## src/rtl/hazard_ctrl_pkg.sv

```systemverilog
// Shared types and constants for the pipeline hazard controller.
package hazard_ctrl_pkg;

   typedef enum logic [1:0] {
      StRun     = 2'd0,
      StLuStall = 2'd1,
      StMemWait = 2'd2
   } hz_state_e;

   localparam logic [4:0] REG_ZERO = 5'd0;

   // $zero is never a real producer, so a load targeting it cannot create a hazard.
   function automatic logic load_use_hit(input logic       ex_mem_read,
                                         input logic [4:0] ex_rt,
                                         input logic [4:0] id_rs,
                                         input logic [4:0] id_rt,
                                         input logic       id_uses_rt);
      return ex_mem_read && (ex_rt != REG_ZERO) &&
             ((ex_rt == id_rs) || (id_uses_rt && (ex_rt == id_rt)));
   endfunction

endpackage

```

## src/rtl/sat_counter.sv

```systemverilog
// Saturating up-counter with asynchronous active-high reset.
module sat_counter #(
   parameter int unsigned W = 16
) (
   input  logic         clk,
   input  logic         rst,
   input  logic         inc,
   output logic [W-1:0] count
);

   logic [W-1:0] count_q;

   always_ff @(posedge clk or posedge rst) begin
      if (rst) begin
         count_q <= '0;
      end else if (inc && (count_q != '1)) begin
         count_q <= count_q + 1'b1;
      end
   end

   assign count = count_q;

endmodule

```

## src/rtl/hazard_ctrl.sv

```systemverilog
// Hazard/stall controller for the 5-stage MIPS pipeline: load-use stalls,
// data-memory freezes and branch/jump flushes, plus debug counters.
module hazard_ctrl
   import hazard_ctrl_pkg::*;
#(
   parameter int unsigned CNT_W       = 16,
   parameter int unsigned MEM_TIMEOUT = 64
) (
   input  logic             clk,
   input  logic             rst,
   input  logic [4:0]       id_rs,
   input  logic [4:0]       id_rt,
   input  logic             id_uses_rt,
   input  logic             id_is_branch,
   input  logic             ex_mem_read,
   input  logic [4:0]       ex_rt,
   input  logic             branch_taken,
   input  logic             jump,
   input  logic             mem_busy,
   output logic             pc_write,
   output logic             if_id_write,
   output logic             if_id_flush,
   output logic             id_ex_bubble,
   output logic             ex_mem_hold,
   output logic [CNT_W-1:0] stall_count,
   output logic [CNT_W-1:0] flush_count,
   output logic             mem_timeout
);

   localparam int unsigned       WaitW   = $clog2(MEM_TIMEOUT + 1);
   localparam logic [WaitW-1:0] WaitMax = WaitW'(MEM_TIMEOUT);
   localparam logic [WaitW-1:0] WaitOne = WaitW'(1);

   hz_state_e        state_q, state_d, eff_state;
   logic [1:0]       stall_left_q, stall_left_d;
   logic [WaitW-1:0] wait_cnt_q, wait_cnt_d;
   logic             mem_timeout_q, mem_timeout_d;
   logic             lu_hit;
   logic             stall_inc;

   assign lu_hit = load_use_hit(ex_mem_read, ex_rt, id_rs, id_rt, id_uses_rt);

   // The cycle that leaves MEM_WAIT behaves exactly like the state it returns to.
   always_comb begin
      eff_state = state_q;
      if ((state_q == StMemWait) && !mem_busy) begin
         eff_state = (stall_left_q != 2'd0) ? StLuStall : StRun;
      end
   end

   always_ff @(posedge clk or posedge rst) begin
      if (rst) begin
         state_q       <= StRun;
         stall_left_q  <= 2'd0;
         wait_cnt_q    <= '0;
         mem_timeout_q <= 1'b0;
      end else begin
         state_q       <= state_d;
         stall_left_q  <= stall_left_d;
         wait_cnt_q    <= wait_cnt_d;
         mem_timeout_q <= mem_timeout_d;
      end
   end

   always_comb begin
      state_d       = state_q;
      stall_left_d  = stall_left_q;
      wait_cnt_d    = wait_cnt_q;
      mem_timeout_d = mem_timeout_q;
      unique case (eff_state)
         StRun: begin
            if (mem_busy) begin
               state_d    = StMemWait;
               wait_cnt_d = WaitOne;
            end else if (lu_hit && id_is_branch) begin
               state_d      = StLuStall;
               stall_left_d = 2'd1;
            end else begin
               state_d = StRun;
            end
         end
         StLuStall: begin
            // stall_left is kept across a freeze so the second stall cycle still happens.
            if (mem_busy) begin
               state_d    = StMemWait;
               wait_cnt_d = WaitOne;
            end else begin
               state_d      = StRun;
               stall_left_d = 2'd0;
            end
         end
         StMemWait: begin
            if (wait_cnt_q != WaitMax) begin
               wait_cnt_d = wait_cnt_q + 1'b1;
            end
         end
         default: begin
            state_d      = StRun;
            stall_left_d = 2'd0;
         end
      endcase
      if (state_d != StMemWait) begin
         wait_cnt_d = '0;
      end else if (wait_cnt_d == WaitMax) begin
         mem_timeout_d = 1'b1;
      end
   end

   always_comb begin
      pc_write     = 1'b0;
      if_id_write  = 1'b0;
      if_id_flush  = 1'b0;
      id_ex_bubble = 1'b0;
      ex_mem_hold  = 1'b0;
      if (!rst) begin
         unique case (eff_state)
            StRun: begin
               if (mem_busy) begin
                  ex_mem_hold = 1'b1;
               end else if (lu_hit) begin
                  id_ex_bubble = 1'b1;
               end else begin
                  pc_write    = 1'b1;
                  if_id_write = 1'b1;
                  if_id_flush = branch_taken | jump;
               end
            end
            StLuStall: begin
               if (mem_busy) begin
                  ex_mem_hold = 1'b1;
               end else begin
                  id_ex_bubble = 1'b1;
               end
            end
            StMemWait: ex_mem_hold = 1'b1;
            default: ;
         endcase
      end
   end

   assign stall_inc   = !rst && !pc_write;
   assign mem_timeout = mem_timeout_q;

   sat_counter #(.W(CNT_W)) u_stall_cnt (
      .clk   (clk),
      .rst   (rst),
      .inc   (stall_inc),
      .count (stall_count)
   );

   sat_counter #(.W(CNT_W)) u_flush_cnt (
      .clk   (clk),
      .rst   (rst),
      .inc   (if_id_flush),
      .count (flush_count)
   );

endmodule

```

## config.mk

```make
export PLATFORM = sky130hd
export DESIGN_NAME = hazard_ctrl
export DESIGN_NICKNAME = d
export VERILOG_FILES = /design/src/rtl/hazard_ctrl_pkg.sv /design/src/rtl/sat_counter.sv /design/src/rtl/hazard_ctrl.sv
export SDC_FILE = /design/constraint.sdc
export NUM_CORES = 1
export LEC_CHECK = 0
export ABC_AREA = 1
export BUFFER_PORTS_ARGS = -buffer_cell sky130_fd_sc_hd__buf_2
export CORE_MARGIN = 1.5
export CORE_UTILIZATION = 55
export DETAILED_ROUTE_END_ITERATION = 12
export PLACE_DENSITY_LB_ADDON = 0.15
export SYNTH_ARGS = -nofsm -noshare
export SYNTH_HDL_FRONTEND = slang
export SYNTH_SLANG_ARGS = --single-unit
```

## constraint.sdc

```tcl
create_clock -name clk -period 2.5 [get_ports clk]
set_input_delay 0.25 -clock clk [delete_from_list [all_inputs] [get_ports clk]]
set_output_delay 0.25 -clock clk [all_outputs]
set_load 0.02 [all_outputs]
```

* Word level (Yosys, flattened, before mapping)
Index checks and enable logic that the tools add are counted.
** Operators by class
- Equal/unequal tests :: 13
- $add $sub $neg :: 3
- Reduce and logical (&&, ||, !) cells :: 18
- Bitwise operators :: 3
- Muxes and demuxes :: 30
** Operators by type and width (number)
- $add A16 B1 Y16 const B :: 2
- $ne A16 B16 Y1 const B :: 2
- $mux W7 :: 3
- $mux W1 :: 16
- $pmux W7 S2 :: 1
- $mux W2 :: 6
- $pmux W2 S3 :: 2
- $eq A5 B5 Y1 :: 2
- $logic_and A1 B1 Y1 :: 8
- $ne A2 B2 Y1 const B :: 4
- $add A7 B1 Y7 const B :: 1
- $eq A7 B7 Y1 const B :: 1
- $ne A7 B7 Y1 const B :: 1
- $reduce_bool A5 Y1 :: 1
- $eq A2 B2 Y1 const B :: 2
- $pmux W1 S2 :: 2
- $reduce_and A4 Y1 :: 1
- $logic_not A1 Y1 :: 3
- $eq A2 B1 Y1 const B :: 1
- $logic_not A2 Y1 :: 1
- $not A1 Y1 :: 2
- $reduce_and A2 Y1 :: 1
- $reduce_bool A2 Y1 :: 1
- $reduce_or A2 Y1 :: 1
- other kinds (2) :: 2
** Word-level totals
- Output and inout port bits :: 38
- Register bits after elaboration :: 44
- Input bits :: 23

* Depth between registers and ports, before layout
Gate-level depths: netlist (run 1).
- Depth after elaboration :: 11
- Mapped depth :: 12
- Gate-level depth less buffers :: 11

* Modules after synthesis
From an unflattened synthesis (run 1), not the netlist that was laid out.
** Second synthesis, totals
- Cell total of the unflattened synthesis :: 453
- Area total of the unflattened synthesis :: 3057.9 um^2
** By module, submodules not included
- sat_counter :: area each 1069.8 um^2, cells each 150, seq. area each 400.4 um^2, instances 2
- hazard_ctrl :: area each 918.4 um^2, cells each 153, seq. area each 275.3 um^2, instances 1

* Worst setup path after synthesis (run 1)
OpenSTA, ideal clock, no wires.
- Kind :: input port to output port
- Start point :: in rst
- End point :: out pc_write
- Arrival time :: 1.876 ns
- Slack :: 0.374 ns
- Cell stages on the path :: 4
- Cells stage by stage :: inv_1 > nand3_4 > inv_1 > buf_4
** Between the ends
- Longest elaborated chain between the ends :: 1
** RTL lines
- from (decl) :: line hazard_ctrl.sv:10 : input logic rst,
- $mux W1
- to (decl) :: line hazard_ctrl.sv:20 : output logic pc_write,
Every way passes these cells.

* Final worst setup path (run 1)
- Start point :: reg state_q[1]
- End point :: out if_id_flush
** Between the ends
- Longest elaborated chain between the ends :: 6
** RTL lines
- from (decl) :: line hazard_ctrl.sv:34 : hz_state_e state_q, state_d, eff_state;
- from (signal assigned) :: line hazard_ctrl.sv:53 : state_q <= StRun;
- from (signal assigned) :: line hazard_ctrl.sv:58 : state_q <= state_d;
- $eq A2 B2 Y1 :: line hazard_ctrl.sv:46 : if ((state_q == StMemWait) && !mem_busy) begin
- $logic_and A1 B1 Y1 :: line hazard_ctrl.sv:46
- $mux W2 * :: line hazard_ctrl.sv:46
- $logic_not A2 Y1 * :: line hazard_ctrl.sv:116 : unique case (eff_state)
- $mux W1 * :: line hazard_ctrl.sv:116
- $mux W1 * :: line hazard_ctrl.sv:115 : if (!rst) begin
- to (decl) :: line hazard_ctrl.sv:22 : output logic if_id_flush,
Every way passes the cells marked *; elsewhere a longest branch is shown, timed or not.

==> results of run 1 <==
per-stage QoR:
stage               power, mW  area [um2]
floorplan               1.119        3037
global placement        1.244        3387
detailed placement      1.251        3387
CTS                     1.689        3468
global route            1.764        3468
finish                  1.670        3468
final cells by class:
cell class | instances | area, um2
clock buffer | 7 | 76.32
multi-input combinational | 285 | 1664
clock inverter | 1 | 5.005
tap | 70 | 87.58
timing repair buffer | 64 | 330.3
fill | 478 | 1737
inverter | 61 | 229.0
sequential | 43 | 1076
logic make-up (layout without fill, tap and decap cells):
kind of cell	after synthesis	in the layout	synth area share, %
AND/OR/NAND/NOR	220	220	37.49
adder cells (fa/ha/maj)	4	4	1.648
XOR/XNOR	32	32	9.230
AO/OA/AOI/OAI	29	29	6.428
buffers and inverters	70	133	9.765
flip-flops	43	43	35.43
Yosys cell counts (all sizes together), types with 8 or more instances:
master / instances / area share [%]
xnor2: 9 / 2.6
buf: 8 / 2.1
o21ai: 8 / 1.3
dfrtp: 43 / 35
nand2: 108 / 14
nor2: 34 / 5.2
nand3: 50 / 10
xor2: 23 / 6.6
inv: 61 / 7.5
o21bai: 16 / 4.0
nand4: 10 / 3.0
nor3: 12 / 2.5
worst max-delay path by stage:
stage / startpoint / to / slack [ns] / cells past startpoint
3_5_place_dp: ex_rt[0] / u_stall_cnt.count[0] / 0.53 / 11
5_1_grt: state_q[1] / if_id_flush / 0.34 / 8
2_1_floorplan: rst / pc_write / 0.37 / 4
4_1_cts: state_q[1] / if_id_flush / 0.46 / 8
6_report: state_q[1] / if_id_flush / 0.48 / 8
3_3_place_gp: ex_rt[0] / u_stall_cnt.count[0] / 0.58 / 11
where the power goes:
part,internal [mW],switching (mW),leakage [nW]
sequential,0.755,0.0768,0.499
clock,0.196,0.235,0.0422
combinational,0.146,0.261,1.34
registers in the layout, indices dropped and copies added, names as in the netlist:
name               cells
state_q                2
u_stall_cnt.count     16
mem_timeout            1
u_flush_cnt.count     16
wait_cnt_q             7
stall_left_q           1
per-layer routing:
metal	global-route usage, %	vias up	routed length, um
li1	-	1388	-
met5	0	-	0
met2	38.16	62	3007
met3	4.167	8	317
met1	32.81	1298	3109
met4	6.727	0	75
worst max-delay path, cell delays in order, from the launching register on:
cell and delay, ns:
sky130_fd_sc_hd__dfrtp_1 0.41, sky130_fd_sc_hd__nand3_1 0.09, sky130_fd_sc_hd__nand2_1 0.08, sky130_fd_sc_hd__inv_2 0.06
sky130_fd_sc_hd__nand2_1 0.07, sky130_fd_sc_hd__inv_2 0.12, sky130_fd_sc_hd__nand3_4 0.11, sky130_fd_sc_hd__nor2_8 0.29
sky130_fd_sc_hd__buf_2 0.23
layout by cell type, fill, tap and decap left out, types with 2 or more instances in the layout:
master / synthesis / final
sky130_fd_sc_hd__o21bai_1: 16 / 16
sky130_fd_sc_hd__nand4_4: 2 / 2
sky130_fd_sc_hd__clkbuf_8: 0 / 5
sky130_fd_sc_hd__buf_2: 3 / 60
sky130_fd_sc_hd__nand2_4: 3 / 3
sky130_fd_sc_hd__nor2_4: 2 / 2
sky130_fd_sc_hd__nand4_1: 8 / 8
sky130_fd_sc_hd__nand2_1: 101 / 101
sky130_fd_sc_hd__nand3_1: 38 / 38
sky130_fd_sc_hd__ha_1: 4 / 4
sky130_fd_sc_hd__nor3_1: 10 / 10
sky130_fd_sc_hd__nand3_2: 11 / 11
sky130_fd_sc_hd__clkbuf_1: 1 / 2
sky130_fd_sc_hd__nand3b_1: 2 / 2
sky130_fd_sc_hd__o21ai_1: 6 / 6
sky130_fd_sc_hd__inv_1: 50 / 49
sky130_fd_sc_hd__xnor2_1: 9 / 9
sky130_fd_sc_hd__nor2_1: 31 / 31
sky130_fd_sc_hd__inv_2: 11 / 12
sky130_fd_sc_hd__nor4_1: 2 / 2
sky130_fd_sc_hd__o21ai_0: 2 / 2
sky130_fd_sc_hd__buf_4: 2 / 4
sky130_fd_sc_hd__dfrtp_1: 43 / 43
sky130_fd_sc_hd__xor2_1: 23 / 23
sky130_fd_sc_hd__nand2_2: 4 / 4
==> impl_metrics.csv, run 1 <==
group,metric,value,unit
clock_network,post-cts-setup-buffers,0,
global_routing,gr-total-overflow,0,
critical_path,r2r_end,"u_stall_cnt.count[0]",
pwr,leakagePower,1.882,nW
clock_network,cts.sinks,43,
final_layout,layout.nets,487,
outcome,status,"finished, final reports clean",
clock_network,cts.path.max_buffers,2,
pwr,vdd_drop_max,494.0,uV
worst_hold_path,min-delay-path-class,"in2async",
clock_network,cts_resized,0,
yosys,synth-seq-cells,43,
critical_path,critical_path_peak_fanout,17,
clock_network,clock_transition_time_at_the_flip_flop_clock_pins_of_the_worst_setup_and_hold_paths,0.08,ns
sta,max-slew-margin-rel,59.58,%
clock_network,cts_made_buffers,5,
floorplanning,die_width,77.31,um
yosys,postSynth.topFlopCell,"sky130_fd_sc_hd__dfrtp_1",
yosys,synth_enable_flop_cells,0,
run,number_of_max_cap_violations,0,
sta,clock_skews,0.005358,ns
yosys,syn_area,3037,um2
global_routing,grt_pass1_vias,2591,
critical_path,worstPathArrival,1.77,ns
yosys,avgSynthCellArea,7.630,um2
sta,layout_worst_path_cycle_share,80.80,%
floorplanning,design.die.area,5976,um2
floorplanning,design.core.area,5205,um2
critical_path,crit_path_start_kind,"flip-flop",
critical_path,worst-r2r-cell-count,6,
global_routing,grt_usage,23.75,%
yosys,yosys_warnings,0,
global_routing,antenna_found_initial,0,
drt,dr_total_vias,2756,
placement,dpl.hpwl,4961,um
drt,number_of_drc_violations_after_detailed_routing,0,
global_routing,maximum_number_of_pins_on_one_net_before_global_route_repair,27,
final_layout,final_layout_size_suffix_gt1_share,23.64,%
sta,hold_viol,0,
clock_network,clk_latency,0.30,ns
yosys,synth-seq-area-share,35.43,%
drt,dr.pass1.iters,4,
sta,setup_violations,0,
placement,port_buffers,60,
floorplanning,floorplan.die.height,77.31,um
critical_path,timing.critical_path.required,2.25,ns
yosys,postSynthNetCount,425,
clock_network,h_tree_lvl_count,2,
critical_path,r2r_start,"u_stall_cnt.count[0]",
floorplanning,num_rows,26,
clock_network,cts_tree,"built",
drt,wire_per_inst,12.26,um
floorplanning,start_util,58.34,%
yosys,syn_inst,398,
sta,timing.final.crit_period,2.020,ns
sta,rsz0062_at_grt,"false",
final_layout,finalCoreUtilization,66.63,%
placement,placer_congestion_estimate,0.8675,
clock_network,clk_root_buffer_cell,"sky130_fd_sc_hd__clkbuf_8",
drt,viasPerCell,5.190,
placement,place_worst_setup_slack,0.5344,ns
clock_network,hold_buffers,0,
final_layout,finalNonFillerCells,531,
drt,antenna_violating_nets_post_route,0,
sta,slew_violations,0,
final_layout,num_antenna_cells,0,
sta,worst_slew_pin_slew,0.6049,ns
sta,fin_worst_hold_slack,0.04331,ns
drt,initialDrtViolationCount,107,
drt,detail_route.wirelength,6510,um
yosys,postSynth.asyncResetShare,100.0,%
sta,setup_slack,0.4801,ns
yosys,netlist-cell-type-count,36,
global_routing,grt_first_pass_wirelength,11500,um
critical_path,setup.worst_path.class,"reg2out",
critical_path,end_kind,"output port",
sta,totalNegativeSetupSlack,0,ns
floorplanning,ios,61,
placement,numPlacedInstances,523,
pwr,cellPowerDensity,481.6,nW/um2
sta,timing.fmax,495.1,MHz
final_layout,flow.area_growth_from_synthesis,14.22,%
critical_path,regToRegSetupSlack,0.60,ns
No activity file was read; power rests on OpenSTA's default activity.
==> run 2, diff against run 1 <==
clock period = 2.1 ns   (was 2.5 ns; I/O delays follow)
==> run 2 against run 1 <==
Effect of this change:
- highest routed layer unchanged
- clock power increased by 34%
- clock-buffer cell count increased by 1
- non-clock buffer count increased by 6
- critical path type is now in2out
==> impl_metrics.csv, run 2 (synthesis results as in run 1) <==
group,metric,value,unit
critical_path,crit_path_start_kind,"input pin",
critical_path,critical_path_peak_fanout,17,
drt,viasPerCell,5.147,
clock_network,clock_transition_time_at_the_flip_flop_clock_pins_of_the_worst_setup_and_hold_paths,0.08,ns
drt,number_of_drc_violations_after_detailed_routing,0,
drt,detail_route.wirelength,6639,um
final_layout,layout.cells.most_common,"sky130_fd_sc_hd__nand2_1",
sta,worst_slew_pin_slew,0.4626,ns
clock_network,clk_root_buffer_cell,"sky130_fd_sc_hd__clkbuf_8",
drt,antenna_violating_nets_post_route,0,
final_layout,num_antenna_cells,0,
worst_hold_path,min-delay-path-class,"in2reg",
sta,hold_viol,0,
clock_network,cts.path.max_buffers,2,
clock_network,h_tree_lvl_count,2,
pwr,vdd_drop_max,651.0,uV
drt,initialDrtViolationCount,157,
critical_path,setup.worst_path.class,"in2out",
critical_path,timing.critical_path.required,1.89,ns
placement,placer_congestion_estimate,0.8893,
critical_path,worstPathArrival,1.72,ns
sta,totalNegativeSetupSlack,0,ns
drt,dr_total_vias,2764,
clock_network,clk_latency,0.29,ns
outcome,status,"finished, final reports clean",
critical_path,end_kind,"output port",
global_routing,grt_pass1_vias,2581,
sta,layout_worst_path_cycle_share,91.75,%
clock_network,cts_made_buffers,5,
sta,setup_violations,0,
floorplanning,ios,61,
clock_network,cts.sinks,43,
placement,numPlacedInstances,528,
global_routing,antenna_found_initial,0,
sta,slew_violations,0,
sta,timing.fmax,519.0,MHz
global_routing,gr-total-overflow,0,
drt,dr.pass1.iters,6,
floorplanning,design.core.area,5205,um2
pwr,cellPowerDensity,580.8,nW/um2
floorplanning,die_width,77.31,um
sta,timing.final.crit_period,1.927,ns
sta,rsz0062_at_grt,"false",
global_routing,grt_usage,23.51,%
floorplanning,design.die.area,5976,um2
floorplanning,floorplan.die.height,77.31,um
drt,wire_per_inst,12.36,um
pwr,leakagePower,1.918,nW
final_layout,finalNonFillerCells,537,
sta,clock_skews,0.003015,ns
final_layout,final_layout_size_suffix_gt1_share,24.63,%
critical_path,regToRegSetupSlack,0.26,ns
final_layout,layout.nets,493,
global_routing,grt_first_pass_wirelength,11460,um
clock_network,cts_tree,"built",
floorplanning,num_rows,26,
final_layout,most_frequent_cells_in_the_layout,"sky130_fd_sc_hd__nand2_1, sky130_fd_sc_hd__buf_2, sky130_fd_sc_hd__inv_1",
global_routing,maximum_number_of_pins_on_one_net_before_global_route_repair,18,
sta,fin_worst_hold_slack,0.1950,ns
final_layout,flow.area_growth_from_synthesis,16.40,%
placement,dpl.hpwl,5017,um
floorplanning,start_util,58.34,%
sta,max-slew-margin-rel,69.04,%
placement,port_buffers,60,
clock_network,cts_resized,0,
run,number_of_max_cap_violations,0,
## run 2: changes by cell type in the layout (fill, tap and decap cells not counted), sizes merged
| cell | before | now |
|---|---|---|
| clkbuf | 7 | 8 |
| clkinv | 1 | 0 |
| dlygate4sd3 | 0 | 1 |
| buf | 64 | 69 |
## run 2: routing by layer
metal  share of wire (%)  vias to the layer above  track usage, %  wire, um
li1                    -                     1414               -         -
met1                  46                     1268           31.58      3076
met2                  48                       76           38.77      3159
met3                 5.4                        6           4.405       357
met4                0.69                        0           6.182        46
met5                   0                        -               0         0
## run 2: where the power goes
part,total [mW],switching (mW),internal (mW)
sequential,0.987,0.0888,0.899
combinational,0.486,0.306,0.180
clock,0.579,0.279,0.300
total,2.05,0.674,1.38
## run 2: layout make-up
type / instances / area (um2)
fill: 459 / 1670
multi-input combinational: 285 / 1664
sequential: 43 / 1076
timing repair buffer: 70 / 377.9
inverter: 61 / 229.0
clock buffer: 8 / 100.1
tap: 70 / 87.58
## run 2: repair_timing
action,4_1_cts,5_1_grt
setup buffers,0,0
hold buffers,1,0
endpoints found under the hold margin,12,0
## run 2: critical path: stages
cell and delay, ns:
sky130_fd_sc_hd__dlygate4sd3_1 0.53, sky130_fd_sc_hd__buf_2 0.15, sky130_fd_sc_hd__inv_2 0.31, sky130_fd_sc_hd__nand3_4 0.16
sky130_fd_sc_hd__nor2_8 0.16, sky130_fd_sc_hd__buf_2 0.19
## run 2: worst paths after layout
kind,start,endpoint,depth (start not counted)
worst max-delay path,rst,if_id_flush,6
worst min-delay path,id_is_branch,state_q[0],3
worst max register to register,u_flush_cnt.count[0],u_flush_cnt.count[2],8
worst min register to register,mem_timeout,mem_timeout,2
max in group asynchronous,rst,u_stall_cnt.count[0],4
min in group asynchronous,rst,u_flush_cnt.count[0],3
## run 2: stage by stage
stage | power [mW] | setup WS, ns | instance area [um2] | util (%)
6_report | 2.053 | 0.1732 | 3535 | 67.91
5_1_grt | 2.169 | 0.05584 | 3535 | 67.91
4_1_cts | 2.072 | 0.1437 | 3535 | 67.91
3_5_place_dp | 1.489 | 0.2659 | 3425 | 65.79
3_3_place_gp | 1.478 | 0.3712 | 3425 | 65.79
2_1_floorplan | 1.332 | 0.05438 | 3037 | -
